<file path="config.mk">
export PLATFORM = sky130hd
export DESIGN_NAME = led_pattern_ctrl
export DESIGN_NICKNAME = d
export VERILOG_FILES = /design/src/rtl/led_ctrl_pkg.sv /design/src/rtl/led_tick_gen.sv /design/src/rtl/led_pattern_ctrl.sv
export SDC_FILE = /design/constraint.sdc
export NUM_CORES = 1
export LEC_CHECK = 0
export ABC_AREA = 1
export BUFFER_PORTS_ARGS = -buffer_cell sky130_fd_sc_hd__buf_2
export CORE_MARGIN = 2
export CORE_UTILIZATION = 55
export DETAILED_ROUTE_END_ITERATION = 8
export PLACE_DENSITY = 0.78
export SETUP_SLACK_MARGIN = 0.5
export SYNTH_ARGS = -nofsm -noshare
export SYNTH_HDL_FRONTEND = slang
export SYNTH_SLANG_ARGS = --single-unit
</file>
<file path="constraint.sdc">
create_clock -name clk -period 1.9 [get_ports clk]
set_clock_uncertainty 0.15 [all_clocks]
set_input_delay 0.38 -clock clk [delete_from_list [all_inputs] [get_ports clk]]
set_output_delay 0.38 -clock clk [all_outputs]
set_load 0.01 [all_outputs]
</file>
<file path="src/rtl/led_ctrl_pkg.sv">
// led_ctrl_pkg
//   Shared types and constants for the LED pattern controller.
//   - state_t    : controller FSM states (IDLE / RUN / PAUSE)
//   - MODE_*     : encoding of the 2-bit mode input
//   - led_seed() : start pattern for an LED bank of a given width (bit 0 lit)
package led_ctrl_pkg;

    typedef enum logic [1:0] {
        ST_IDLE  = 2'd0,
        ST_RUN   = 2'd1,
        ST_PAUSE = 2'd2
    } state_t;

    localparam logic [1:0] MODE_ROTATE_L = 2'd0;
    localparam logic [1:0] MODE_ROTATE_R = 2'd1;
    localparam logic [1:0] MODE_BOUNCE   = 2'd2;
    localparam logic [1:0] MODE_BLINK    = 2'd3;

    localparam int unsigned NLED_MAX = 16;

    // Seed pattern: only the lowest LED of the bank lit.
    function automatic logic [NLED_MAX-1:0] led_seed(input int unsigned nled);
        logic [NLED_MAX-1:0] v;
        v = '0;
        if (nled > 0) begin
            v[0] = 1'b1;
        end
        return v;
    endfunction

endpackage

</file>
<file path="src/rtl/led_tick_gen.sv">
// led_tick_gen
//   Step-interval divider. Counts while run is high and pulses tick for one
//   cycle when the count reaches TICK_DIV-1, wrapping to 0. Holds its count
//   while run is low; clear forces the count back to 0.
// Ports:
//   clk   - clock (posedge)
//   rst_n - asynchronous active-low reset
//   run   - advance the divider this cycle
//   clear - synchronous clear of the divider count (wins over run)
//   tick  - one-cycle step pulse
module led_tick_gen #(
    parameter int unsigned TICK_DIV = 50000000
) (
    input  logic clk,
    input  logic rst_n,
    input  logic run,
    input  logic clear,
    output logic tick
);

    localparam int unsigned CW = $clog2(TICK_DIV);
    localparam logic [CW-1:0] LAST = CW'(TICK_DIV - 1);

    logic [CW-1:0] r_count;

    assign tick = run && (r_count == LAST);

    always_ff @(posedge clk or negedge rst_n) begin
        if (!rst_n) begin
            r_count <= '0;
        end else if (clear) begin
            r_count <= '0;
        end else if (run) begin
            if (r_count == LAST) begin
                r_count <= '0;
            end else begin
                r_count <= r_count + CW'(1);
            end
        end
    end

endmodule

</file>
<file path="src/rtl/led_pattern_ctrl.sv">
// led_pattern_ctrl
//   LED bank pattern sequencer with start/pause/stop control. One pattern
//   step per TICK_DIV clock cycles while running; mode is sampled on steps.
//   Optional feature macro: LED_BOUNCE_EN (builds BOUNCE mode and the
//   direction register; without it mode 2 behaves as ROTATE_L).
// Ports:
//   clk   - clock (posedge)
//   rst_n - asynchronous active-low reset
//   start - IDLE->RUN or PAUSE->RUN (level)
//   pause - RUN->PAUSE (level)
//   stop  - any state->IDLE (level); priority stop > pause > start
//   mode  - 0 ROTATE_L, 1 ROTATE_R, 2 BOUNCE, 3 BLINK
//   led   - registered LED drive
//   busy  - registered, high when not IDLE
//   tick  - one-cycle pulse on each pattern step
module led_pattern_ctrl
    import led_ctrl_pkg::*;
#(
    parameter int unsigned NLED     = 8,
    parameter int unsigned TICK_DIV = 50000000
) (
    input  logic            clk,
    input  logic            rst_n,
    input  logic            start,
    input  logic            pause,
    input  logic            stop,
    input  logic [1:0]      mode,
    output logic [NLED-1:0] led,
    output logic            busy,
    output logic            tick
);

    localparam logic [NLED_MAX-1:0] SEED_FULL = led_seed(NLED);
    localparam logic [NLED-1:0]     SEED      = SEED_FULL[NLED-1:0];

    state_t          r_state, w_next;
    logic [NLED-1:0] r_led, w_step_led;
    logic            r_busy;
    logic            w_run, w_clear, w_tick, w_saturated;
`ifdef LED_BOUNCE_EN
    logic            r_dir_right, w_step_dir_right;
`endif

    always_ff @(posedge clk or negedge rst_n) begin
        if (!rst_n) begin
            r_state <= ST_IDLE;
        end else begin
            r_state <= w_next;
        end
    end

    // A higher-priority command masks lower ones in every state.
    always_comb begin
        w_next = r_state;
        if (stop) begin
            w_next = ST_IDLE;
        end else begin
            unique case (r_state)
                ST_IDLE:  if (start && !pause) w_next = ST_RUN;
                ST_RUN:   if (pause)           w_next = ST_PAUSE;
                ST_PAUSE: if (start && !pause) w_next = ST_RUN;
                default:                       w_next = ST_IDLE;
            endcase
        end
    end

    // The divider freezes in the cycle a pause/stop is seen, so the held
    // count is the one present when the command arrived.
    assign w_run   = (r_state == ST_RUN) && !pause && !stop;
    assign w_clear = stop || (r_state == ST_IDLE);

    led_tick_gen #(
        .TICK_DIV (TICK_DIV)
    ) u_tick_gen (
        .clk   (clk),
        .rst_n (rst_n),
        .run   (w_run),
        .clear (w_clear),
        .tick  (w_tick)
    );

    assign w_saturated = (r_led == '0) || (r_led == '1);

    always_comb begin
        w_step_led = r_led;
`ifdef LED_BOUNCE_EN
        w_step_dir_right = r_dir_right;
`endif
        if (mode == MODE_BLINK) begin
            w_step_led = (r_led == '1) ? '0 : '1;
        end else if (w_saturated) begin
            w_step_led = SEED;
`ifdef LED_BOUNCE_EN
            w_step_dir_right = 1'b0;
`endif
        end else begin
            case (mode)
                MODE_ROTATE_R: w_step_led = {r_led[0], r_led[NLED-1:1]};
`ifdef LED_BOUNCE_EN
                MODE_BOUNCE: begin
                    // Reverse as the lit bit lands on an end, so it dwells
                    // there for exactly one step.
                    if (r_dir_right) begin
                        w_step_led = {1'b0, r_led[NLED-1:1]};
                        if (r_led[1]) w_step_dir_right = 1'b0;
                    end else begin
                        w_step_led = {r_led[NLED-2:0], 1'b0};
                        if (r_led[NLED-2]) w_step_dir_right = 1'b1;
                    end
                end
`endif
                default: w_step_led = {r_led[NLED-2:0], r_led[NLED-1]};
            endcase
        end
    end

    always_ff @(posedge clk or negedge rst_n) begin
        if (!rst_n) begin
            r_led  <= '0;
            r_busy <= 1'b0;
        end else begin
            r_busy <= (w_next != ST_IDLE);
            if (w_next == ST_IDLE) begin
                r_led <= '0;
            end else if (r_state == ST_IDLE) begin
                r_led <= SEED;
            end else if (w_tick) begin
                r_led <= w_step_led;
            end
        end
    end

`ifdef LED_BOUNCE_EN
    always_ff @(posedge clk or negedge rst_n) begin
        if (!rst_n) begin
            r_dir_right <= 1'b0;
        end else if (w_next == ST_IDLE || r_state == ST_IDLE) begin
            r_dir_right <= 1'b0;
        end else if (w_tick) begin
            r_dir_right <= w_step_dir_right;
        end
    end
`endif

    assign led  = r_led;
    assign busy = r_busy;
    assign tick = w_tick;

endmodule

</file>
==> reports/summary.md <==
The flow ran to the end, but the final reports show violations. The tools report the number of nets in the layout as 441. The tree is rooted in a sky130_fd_sc_hd__clkbuf_8.

The vertical die dimension works out to 71.7 um. Global routing finished with a remaining overflow of 0. The count of cells along the worst hold path is 2.

The synthesized netlist devotes 3.13% of its cell area to XOR and XNOR gates. Once the floorplan was initialized, standard cells occupied 57.4% of the core. Longest individual stage delay on the worst path: 410 ps. The logs give 0 for the Yosys warning count and 0 for the total of max-cap violations. Count of final hold-check violations: 0. For the number of placed instances with taps included, the log shows 443.

Required time reported for the critical path endpoint: 1370 ps. For this run, the top clock speed supported by timing is 498 MHz. The run gives 1480 ps as the critical path arrival. Of the available clock period, the critical path in the final layout requires 106%.

Summed over all nets, the half-perimeter wirelength after detailed placement is 4160 um. Power spread over the standard cell area amounts to 463 mW/mm2. The repair_antennas step left the layout with diodes totalling 0.

In this run the standard cell core region covers 0.00438 mm2. The register-to-register path setup slack was 0 ps. Max-slew violation total from the final report: 0.

Of the post-synthesis cell area, the part taken by muxes is 0%. Endpoint of the lowest-slack register-to-register path: led[1]. In this run the most critical hold path is launched from stop. Unique cell type count in the Yosys netlist: 30.

The logs give 5 for the number of detailed-routing iterations run before antenna repair and -107 ps for the setup slack of the critical path after layout. The logs give 485 for the number of standard cells in the final layout excluding fillers and 0.00252 mm2 for the cell area after technology mapping. For this run, design rule violations remaining after detail routing come to 0. Once detail routing completed, the nets flagged for antenna violations numbered 0. For this design the top-level I/O count stands at 17.

Via count of the first global-routing pass: 2,498. The signal on the critical path passes through inv_1 > nand2_1 > nor2_2 > nand2_2 > nor2_4 > nand3_4 > inv_4 > buf_6. In this run the critical register-to-register path is launched from u_tick_gen.r_count[18]. The average via count per standard cell came out at 5.62. Of all nets on the critical path, the largest fanout is 2. Summing the areas of all and, or, nand and nor instances in the mapped netlist gives 44.8% of the synthesized area. Clock network latency to the later pin of the worst-skew pair: 290 ps. Setup repair after global routing could not meet its margin everywhere. The run gives 11,200 um as the wire length of the first global-routing pass. The fraction of the yosys area taken by sequential cells is 36.8%, and the CTS H-tree depth is 2.

The run gives 37 as the count of clock tree sinks. After detailed placement, the total cell area comes to 0.00271 mm2. The total track usage came out at 27.2%. The initial antenna violation count came out at 0. Of the total synthesized cell area, the portion taken by full adders, half adders and majority gates is 0.994%. The die is 71.7 um wide.

After filler insertion, the fill cell instance count of the layout stands at 288. The final reports fail on setup timing. For the area occupied by registers, the log shows 931 um2. By area, the combinational part of the netlist is dominated by simple AND/OR/NAND/NOR gates. The normalized max-slew margin is 75.4%, and the fraction of final layout cells with drive strength greater than 1 is 29.8%. STA classifies the critical path startpoint as a register. TritonCTS built the clock tree. Prior to clock tree synthesis, the placed netlist has a worst setup slack of 110 ps. The path class of the lowest-slack min-delay path was input port to register.

The area growth from synthesis to layout is 32.1%. The area of the multi-input gates is 0.00160 mm2. The worst register-to-register path has a depth of 12. The post-synthesis sequential element count was 37; the total power after layout was 0.00154 W. The number of clock buffers added by TritonCTS is 5. The tools report the final count of negative-setup-slack endpoints as 1. The congestion estimate from routability-driven global placement came to 0.953.

The start-to-end type of the worst setup path was register to primary output. The wire length per cell after detailed routing was 15.4 um. After technology mapping, the gate count stands at 373. After routing the design area is 0.00333 mm2.

The full die area was 0.00513 mm2; the buffer depth of the longest clock path was 2. The average instance in the mapped netlist occupies 6.75 um2. The share of the synthesized area in compound gates (AO/OA/AOI/OAI) was 4.87%; the clock period minus final worst setup slack was 2010 ps. Entering global routing, the biggest net connects 38 pins. For the setup total negative slack, the log shows -107 ps.

The transition time of the tightest slew-check pin was 368 ps. For the worst voltage drop across the vdd grid, the log shows 0.491 mV. Input and output buffers added on the ports amount to 16. The routed design has 7490 um of wire. Synthesis produced a netlist with a net count of 382.

The critical path endpoint category is a primary output. The detailed router placed 2,728 vias in this run. For the number of core rows, the log shows 24. The tools report the worst-case hold path end point as u_tick_gen.r_count[6]. After clock tree synthesis, the clock-pin slew on the worst setup and hold paths is 70 ps. The cell with the biggest individual delay on the critical path was sky130_fd_sc_hd__dfrtp_1. In this run the static leakage power is 1.56 nW. The number of design-rule violations left by the first detailed-router iteration came out at 257.
power by group:
group | internal (W) | total (W) | switching (W)
clock network | 0.000261 | 0.000543 | 0.000282
logic | 0.0000610 | 0.000188 | 0.000127
registers | 0.000797 | 0.000808 | 0.0000108
total | 0.00112 | 0.00154 | 0.000420
critical path: cells and delay by family, from the launching register on:
family	cells	cell delay, ps
simple gates	5	530
flops	1	410
buf+inv	3	250
kinds of logic (layout without fill, tap and decap cells):
kind of cell    count (synthesis)  count (layout)
compound gates                 21              21
fa+ha+maj                       2               2
simple gates                  249             252
flops                          37              37
buf+inv                        55             112
xor+xnor                        9               9
placed cells by master, fill, tap and decap left out, types with 3 or more instances in the layout:
cell / count
sky130_fd_sc_hd__xor2_1: 7
sky130_fd_sc_hd__nor3_1: 3
sky130_fd_sc_hd__nand2_2: 12
sky130_fd_sc_hd__inv_1: 39
sky130_fd_sc_hd__dfrtp_2: 4
sky130_fd_sc_hd__buf_4: 30
sky130_fd_sc_hd__a21oi_1: 10
sky130_fd_sc_hd__nor2_4: 10
sky130_fd_sc_hd__dfrtp_1: 33
sky130_fd_sc_hd__nand2_8: 4
sky130_fd_sc_hd__nand3b_1: 6
sky130_fd_sc_hd__nand4_1: 10
sky130_fd_sc_hd__nor2_1: 39
sky130_fd_sc_hd__inv_2: 7
sky130_fd_sc_hd__nand2_1: 113
sky130_fd_sc_hd__nand3_1: 29
sky130_fd_sc_hd__nor2_2: 9
sky130_fd_sc_hd__o21ai_0: 6
sky130_fd_sc_hd__clkbuf_8: 5
sky130_fd_sc_hd__buf_6: 6
sky130_fd_sc_hd__clkbuf_1: 3
sky130_fd_sc_hd__nand3_2: 5
sky130_fd_sc_hd__buf_2: 14
sky130_fd_sc_hd__nand2_4: 4
worst max path at each step:
stage / startpoint / end / slack (ps)
global placement: u_tick_gen.r_count[18] / tick / 130
finish: u_tick_gen.r_count[18] / tick / -110
floorplan: u_tick_gen.r_count[1] / tick / 180
global route: u_tick_gen.r_count[18] / tick / -140
CTS: u_tick_gen.r_count[1] / tick / -50
detailed placement: u_tick_gen.r_count[10] / tick / 110
per-layer routing:
metal  global-route usage [%]  wire [um]
met5                        0          0
met4                     7.55        247
met3                     3.52        577
met2                     46.0       3590
met1                     36.8       3080
synthesized netlist by cell type, drive strengths merged:
library cell    n  area, um2
nand2         130        522
nor2           58        250
inv            49        189
dfrtp          37        926
nand3          36        195
a21oi          10       50.1
nand4          10       62.6
o21ai          10       65.1
nor3            7       40.0
xor2            7       61.3
nand3b          6       45.0
buf             5       43.8
ha              2       25.0
xnor2           2       17.5
and3            1       6.26
clkbuf          1       5.00
o211ai          1       7.51
or2             1       6.26
metrics by stage:
stage	hold slack (ps)	util [%]
final	179	75.9
after detailed placement	212	61.7
after CTS	176	69.9
after global routing	174	75.9
after floorplan	-65.6	-
after global placement	209	61.7
sequential cells by signal, indices dropped and copies added (netlist names):
| register | cells |
|---|---|
| busy | 1 |
| led | 8 |
| r_state | 2 |
| u_tick_gen.r_count | 26 |
area by class of cell:
class,instances,share of cell area [%]
multi-input combinational,284,48.2
tap,52,1.96
inverter,49,5.83
clock buffer,8,2.41
sequential,37,28.0
timing repair buffer,55,13.6
repair_timing:
| item | in CTS | in global routing |
|---|---|---|
| cloned | 1 | 3 |
| setup buffers | 18 | 11 |
| hold endpoints to repair | 37 | 0 |
| hold buffers | 1 | 0 |
| pin swaps | 12 | 15 |
| resized for setup | 34 | 34 |
| setup endpoints to repair | 38 | 41 |
Note: power is estimated with default switching activity, not from simulation.
